$ cat src/rtl/acc_cpu_controller.sv
// Fetch/decode/execute sequencer for the 8-bit accumulator CPU.
// Drives shared-memory requests and the accumulator load/select/ALU controls.
module acc_cpu_controller #(
    parameter int ADDR_W = 4
) (
    input  logic              clk,
    input  logic              reset_n,
    input  logic [7:0]        mem_rdata,
    input  logic              mem_ready,
    input  logic              acc_zero,
    output logic              mem_req,
    output logic              mem_we,
    output logic [ADDR_W-1:0] mem_addr,
    output logic              acc_load_en,
    output logic              acc_src,
    output logic [1:0]        alu_op,
    output logic [ADDR_W-1:0] pc,
    output logic [7:0]        ir,
    output logic              halted
);

    typedef enum logic [1:0] {
        ST_FETCH  = 2'd0,
        ST_DECODE = 2'd1,
        ST_MEM    = 2'd2,
        ST_HALT   = 2'd3
    } state_t;

    localparam logic [3:0] OP_LDA = 4'd1;
    localparam logic [3:0] OP_STA = 4'd2;
    localparam logic [3:0] OP_ADD = 4'd3;
    localparam logic [3:0] OP_SUB = 4'd4;
    localparam logic [3:0] OP_JMP = 4'd5;
    localparam logic [3:0] OP_JZ  = 4'd6;
    localparam logic [3:0] OP_HLT = 4'd7;

    localparam logic [ADDR_W-1:0] PC_ONE = {{(ADDR_W-1){1'b0}}, 1'b1};

    state_t            state_r;
    logic [ADDR_W-1:0] pc_r;
    logic [7:0]        ir_r;
    logic              halted_r;
    logic              req_r;
    logic              we_r;
    logic [ADDR_W-1:0] addr_r;
    logic              src_r;
    logic [1:0]        alu_op_r;
    logic              load_op_r;

    logic [3:0]        opcode_s;
    logic [ADDR_W-1:0] operand_s;

    assign opcode_s  = ir_r[7:4];
    assign operand_s = ir_r[ADDR_W-1:0];

    function automatic logic [1:0] alu_op_of(input logic [3:0] op);
        case (op)
            OP_ADD:  alu_op_of = 2'b01;
            OP_SUB:  alu_op_of = 2'b10;
            default: alu_op_of = 2'b00;
        endcase
    endfunction

    // Sequencer state, PC/IR and all state-derived controls, registered together.
    always_ff @(posedge clk) begin
        if (!reset_n) begin
            state_r   <= ST_FETCH;
            pc_r      <= '0;
            ir_r      <= 8'h00;
            halted_r  <= 1'b0;
            req_r     <= 1'b1;
            we_r      <= 1'b0;
            addr_r    <= '0;
            src_r     <= 1'b0;
            alu_op_r  <= 2'b00;
            load_op_r <= 1'b0;
        end else begin
            case (state_r)
                ST_FETCH: begin
                    if (mem_ready) begin
                        ir_r    <= mem_rdata;
                        pc_r    <= pc_r + PC_ONE;
                        req_r   <= 1'b0;
                        state_r <= ST_DECODE;
                    end else begin
                        state_r <= ST_FETCH;
                    end
                end
                ST_DECODE: begin
                    case (opcode_s)
                        OP_HLT: begin
                            halted_r <= 1'b1;
                            state_r  <= ST_HALT;
                        end
                        OP_JMP: begin
                            pc_r    <= operand_s;
                            addr_r  <= operand_s;
                            req_r   <= 1'b1;
                            state_r <= ST_FETCH;
                        end
                        OP_JZ: begin
                            pc_r    <= acc_zero ? operand_s : pc_r;
                            addr_r  <= acc_zero ? operand_s : pc_r;
                            req_r   <= 1'b1;
                            state_r <= ST_FETCH;
                        end
                        OP_LDA, OP_STA, OP_ADD, OP_SUB: begin
                            addr_r    <= operand_s;
                            req_r     <= 1'b1;
                            we_r      <= (opcode_s == OP_STA);
                            load_op_r <= (opcode_s != OP_STA);
                            src_r     <= (opcode_s == OP_ADD) || (opcode_s == OP_SUB);
                            alu_op_r  <= alu_op_of(opcode_s);
                            state_r   <= ST_MEM;
                        end
                        default: begin
                            addr_r  <= pc_r;
                            req_r   <= 1'b1;
                            state_r <= ST_FETCH;
                        end
                    endcase
                end
                ST_MEM: begin
                    // Address/strobe stay put until the memory accepts the transfer.
                    if (mem_ready) begin
                        addr_r    <= pc_r;
                        we_r      <= 1'b0;
                        load_op_r <= 1'b0;
                        src_r     <= 1'b0;
                        alu_op_r  <= 2'b00;
                        state_r   <= ST_FETCH;
                    end else begin
                        state_r <= ST_MEM;
                    end
                end
                ST_HALT: begin
                    state_r <= ST_HALT;
                end
                default: begin
                    state_r <= ST_FETCH;
                end
            endcase
        end
    end

    // Strobes are forced low while reset is held so a mid-transfer reset cannot write or load.
    assign mem_req     = req_r & reset_n;
    assign mem_we      = we_r & reset_n;
    assign acc_load_en = load_op_r & mem_ready & reset_n;
    assign mem_addr    = addr_r;
    assign acc_src     = src_r;
    assign alu_op      = alu_op_r;
    assign pc          = pc_r;
    assign ir          = ir_r;
    assign halted      = halted_r;

endmodule

$ cat config.mk
export PLATFORM = sky130hd
export DESIGN_NAME = acc_cpu_controller
export DESIGN_NICKNAME = d
export VERILOG_FILES = /design/src/rtl/acc_cpu_controller.sv
export SDC_FILE = /design/constraint.sdc
export NUM_CORES = 1
export LEC_CHECK = 0
export BUFFER_PORTS_ARGS = -buffer_cell sky130_fd_sc_hd__buf_2
export CAP_MARGIN = 20
export CORE_MARGIN = 2
export CORE_UTILIZATION = 45
export DETAILED_ROUTE_END_ITERATION = 8
export GPL_ROUTABILITY_DRIVEN = 0
export PLACE_DENSITY = 0.82
export SLEW_MARGIN = 10
export SYNTH_ARGS = -nofsm -noshare
export SYNTH_HDL_FRONTEND = slang
export SYNTH_SLANG_ARGS = --single-unit
$ cat constraint.sdc
create_clock -name clk -period 1.5 [get_ports clk]
set_input_delay 0.075 -clock clk [delete_from_list [all_inputs] [get_ports clk]]
set_output_delay 0.075 -clock clk [all_outputs]
set_load 0.05 [all_outputs]
==> metrics.md <==
| Metric | Value |
|---|---|
| Status | `finished, final reports clean` |
| Post-placement setup slack | `about 0.026 ns` |
| Power Density | `slightly above 900 nW/um^2` |
| Max FO, Critical Path | `9` |
| Register area | `515.5 sq um` |
| Setup TNS | `0 ns` |
| Area Growth Syn to Fin | `24.91%` |
| Setup WS post-layout | `about 0.09 ns` |
| Synth top cells by count | `dfxtp_1 (25), nand2_1 (21), o21ai_0 (13), a21boi_0 (11), a21oi_1 (10)` |
| Avg Inst Size Synth | `~8.4 sq um` |
| Seq/Total Area, Yosys | `between 30% and 40%` |
| Clock Tree Root | `clkbuf_4` |
| Crit path cell chain | `buf_4 > nor3b_4 > a31oi_4 > o31a_1 > o21a_1` |
| Drt total wl | `approximately 3300 um` |
| Count leader, synth | `dfxtp_1` |
| Count of different cell masters after synthesis | `39` |
| All-Layer GR Usage | `roughly 22%` |
| Setup Buffers After CTS | `0` |
| Wire per inst | `between 10 and 15 um` |
| Top_reg_cell synth | `dfxtp_1` |
| Largest net degree at the start of global routing | `31` |
| Sink Count | `25` |
| Area of the core | `between 2000 and 3000 sq um` |
| Final Hold Slack | `0.008830 ns` |
| Share of layout cells above drive strength 1 | `between 20 and 30%` |
| CTS tree | `done` |
| Setup crit start | `state_r[0]` |
| Final routed DRC violation total | `0` |
| Hold WC Path Type | `in2reg` |
| Crit path kind | `reg2reg` |
| Worst-case vdd ir drop | `0.6297 mV` |
| Final Cycle Share | `a little over nine tenths` |
| Via-to-Cell Ratio | `a little under 6` |
| # diodes | `0` |
| Rel. slew slack | `a little over two thirds` |
| RSZ-0062 raised after global routing | `no` |
| Final ANT Viol Nets | `0` |
| CP max stage cell | `dfxtp_2` |
| Endpoints failing setup | `0` |
| Final Total Pwr | `1.501 mW` |
| CTS Buf Count | `3` |
| Cell Area, Synth | `roughly 1300 sq um` |
| Worst clock skew | `about 0.0030 ns` |
| Synth top area cells | `dfxtp_1 (38%), a21boi_0 (6.3%), nand2_1 (6.0%), o21ai_0 (4.9%), nor2b_1 (4.3%)` |
| Area of the die | `between 3000 and 4000 sq um` |
| Least-Margin Pin Slew | `approximately 0.44 ns` |
| Highest clock rate | `around 710 MHz` |
| Std cell rows | `19` |
| Final Hold Fails | `0` |
| # IOs | `35` |
| Tmin final | `around 1.4 ns` |
| DIE HEIGHT | `slightly below 60 um` |
| DP HPWL | `~2400 um` |
| Leakage | `between 0.7 and 0.8 nW` |
| Required time of the critical path | `about 1.7 ns` |
| Clock Path Buffers | `2` |
| Nets | `~210` |
| Family with the most delay on the worst path | `compound AO/OA/AOI/OAI gates` |
| Initial antenna violation count | `0` |
| Fin. max-slew vios | `0` |
| Share of Yosys cell area claimed by the top area cell type | `37.88%` |
| Worst-path clk slew | `between 0.1 and 0.15 ns` |
| FF-to-FF path depth | `5` |
| Worst Setup EP | `pc[2]` |
| Crit path launch type | `flop` |
| Post-synth EDFFs | `0` |
| Fillcell total | `243` |
| Number of synthesized register bits | `25` |
| Ys Warns | `0` |
| Arr. time, crit path | `1.64 ns` |
| DR iter-0 viols | `40` |
| R2r endpoint | `pc[2]` |
| Vias in the first global route | `1,208` |
| Crit-path max cell delay | `around 0.38 ns` |
| PortBufs | `34` |
| Post-Synthesis Cells | `between 150 and 200` |
| Initial core utilization | `about 48%` |
| Overflow after GRT | `0` |
| Initial DRT Pass Iterations | `4` |
| Multi-input logic area | `762.0 sq um` |
| First-pass GRT wire length | `~5600 um` |
| Crit path buf inv count | `1` |
| Asr flop ratio synth | `0%` |
| Die Wd | `about 58 um` |
| R2r setup slk | `approximately 0.090 ns` |
| Post-synth top area cell | `dfxtp_1` |
| Final core utilization | `59.33%` |
| Clk_lat worst skew | `approximately 0.32 ns` |
| CTS H-tree depth | `1` |
| Critical path depth | `5` |
| Reg2reg start | `state_r[0]` |
| Max_cap viols | `0` |
| Syn_nets | `around 170` |
| Setup crit end kind | `flop` |
| DR vias | `approximately 1,300` |
[metrics by stage]
step                area (sq um)  std cells
floorplan                   1336        158
global placement            1544        220
detailed placement          1544        220
CTS                         1642        231
global route                1650        231
finish                      1650        231
[report_power, final]
part	internal [mW]	total [mW]	switching (mW)	leakage (nW)
Combinational	0.152	0.427	0.275	0.497
Sequential	0.706	0.767	0.0610	0.208
Clock	0.104	0.307	0.203	0.0150
[kinds of logic (layout without fill, tap and decap cells)]
group | Yosys count | count (layout) | synth area share (%)
XOR/XNOR | 2 | 2 | 1.326
flip-flops | 25 | 25 | 37.88
AND/OR/NAND/NOR | 63 | 63 | 26.99
AO/OA/AOI/OAI | 53 | 53 | 26.99
adder cells (fa/ha/maj) | 1 | 1 | 0.9468
multiplexers | 1 | 1 | 0.8522
buffers and inverters | 13 | 55 | 5.019
[routing by layer]
layer | global-route usage, % | vias up | share of wire [%]
met5 | 0 | - | 0
met4 | 7.973 | 0 | 1.7
met3 | 2.455 | 7 | 5.5
met2 | 35.39 | 52 | 51
met1 | 29.05 | 637 | 42
li1 | - | 650 | -
[state kept, by name, indices dropped and copies added (netlist names)]
signal / flops
state_r: 2
mem_addr: 4
halted: 1
we_r: 1
req_r: 1
load_op_r: 1
pc: 4
ir: 8
alu_op: 2
acc_src: 1
[tightest hold or removal path, cell delays in order]
cell and delay, ns:
buf_2 0.09, nand2_1 0.06, a21boi_0 0.08
[area by class of cell]
cell class / count / area share (%)
well taps: 31 / 2.350
clock buffers: 4 / 1.592
repair buffers: 49 / 18.20
multi-input cells: 120 / 46.17
flip-flops and latches: 25 / 31.24
inverters: 2 / 0.4549
[worst min-delay path by stage]
stage / cells past startpoint / slack (ns) / start / to
2_1_floorplan: 2 / 0.21 / mem_rdata[4] / ir[4]
3_3_place_gp: 3 / 0.32 / mem_rdata[7] / ir[7]
3_5_place_dp: 3 / 0.33 / mem_rdata[6] / ir[6]
4_1_cts: 3 / 0.004 / mem_rdata[5] / ir[5]
5_1_grt: 3 / 0.03 / mem_rdata[5] / ir[5]
6_report: 3 / 0.009 / mem_rdata[5] / ir[5]
[cells in the final DEF, fill, tap and decap left out, types with 4 or more instances in the layout]
master / synthesis / routed
buf_2: 5 / 34
nand2_1: 21 / 21
dfxtp_1: 25 / 19
o21ai_0: 13 / 13
a21boi_0: 11 / 11
a21oi_1: 10 / 10
nor2b_1: 9 / 8
buf_4: 1 / 8
dlygate4sd3_1: 0 / 7
nor2_1: 6 / 6
a31oi_1: 5 / 5
or3_1: 4 / 4
nand3_1: 4 / 4
[timing repair]
item,in CTS,in global routing
resized for setup,1,3
endpoints found under the hold margin,7,0
cloned,0,0
setup endpoints to repair,1,10
hold buffers,7,0
(Power assumes the default switching activity.)
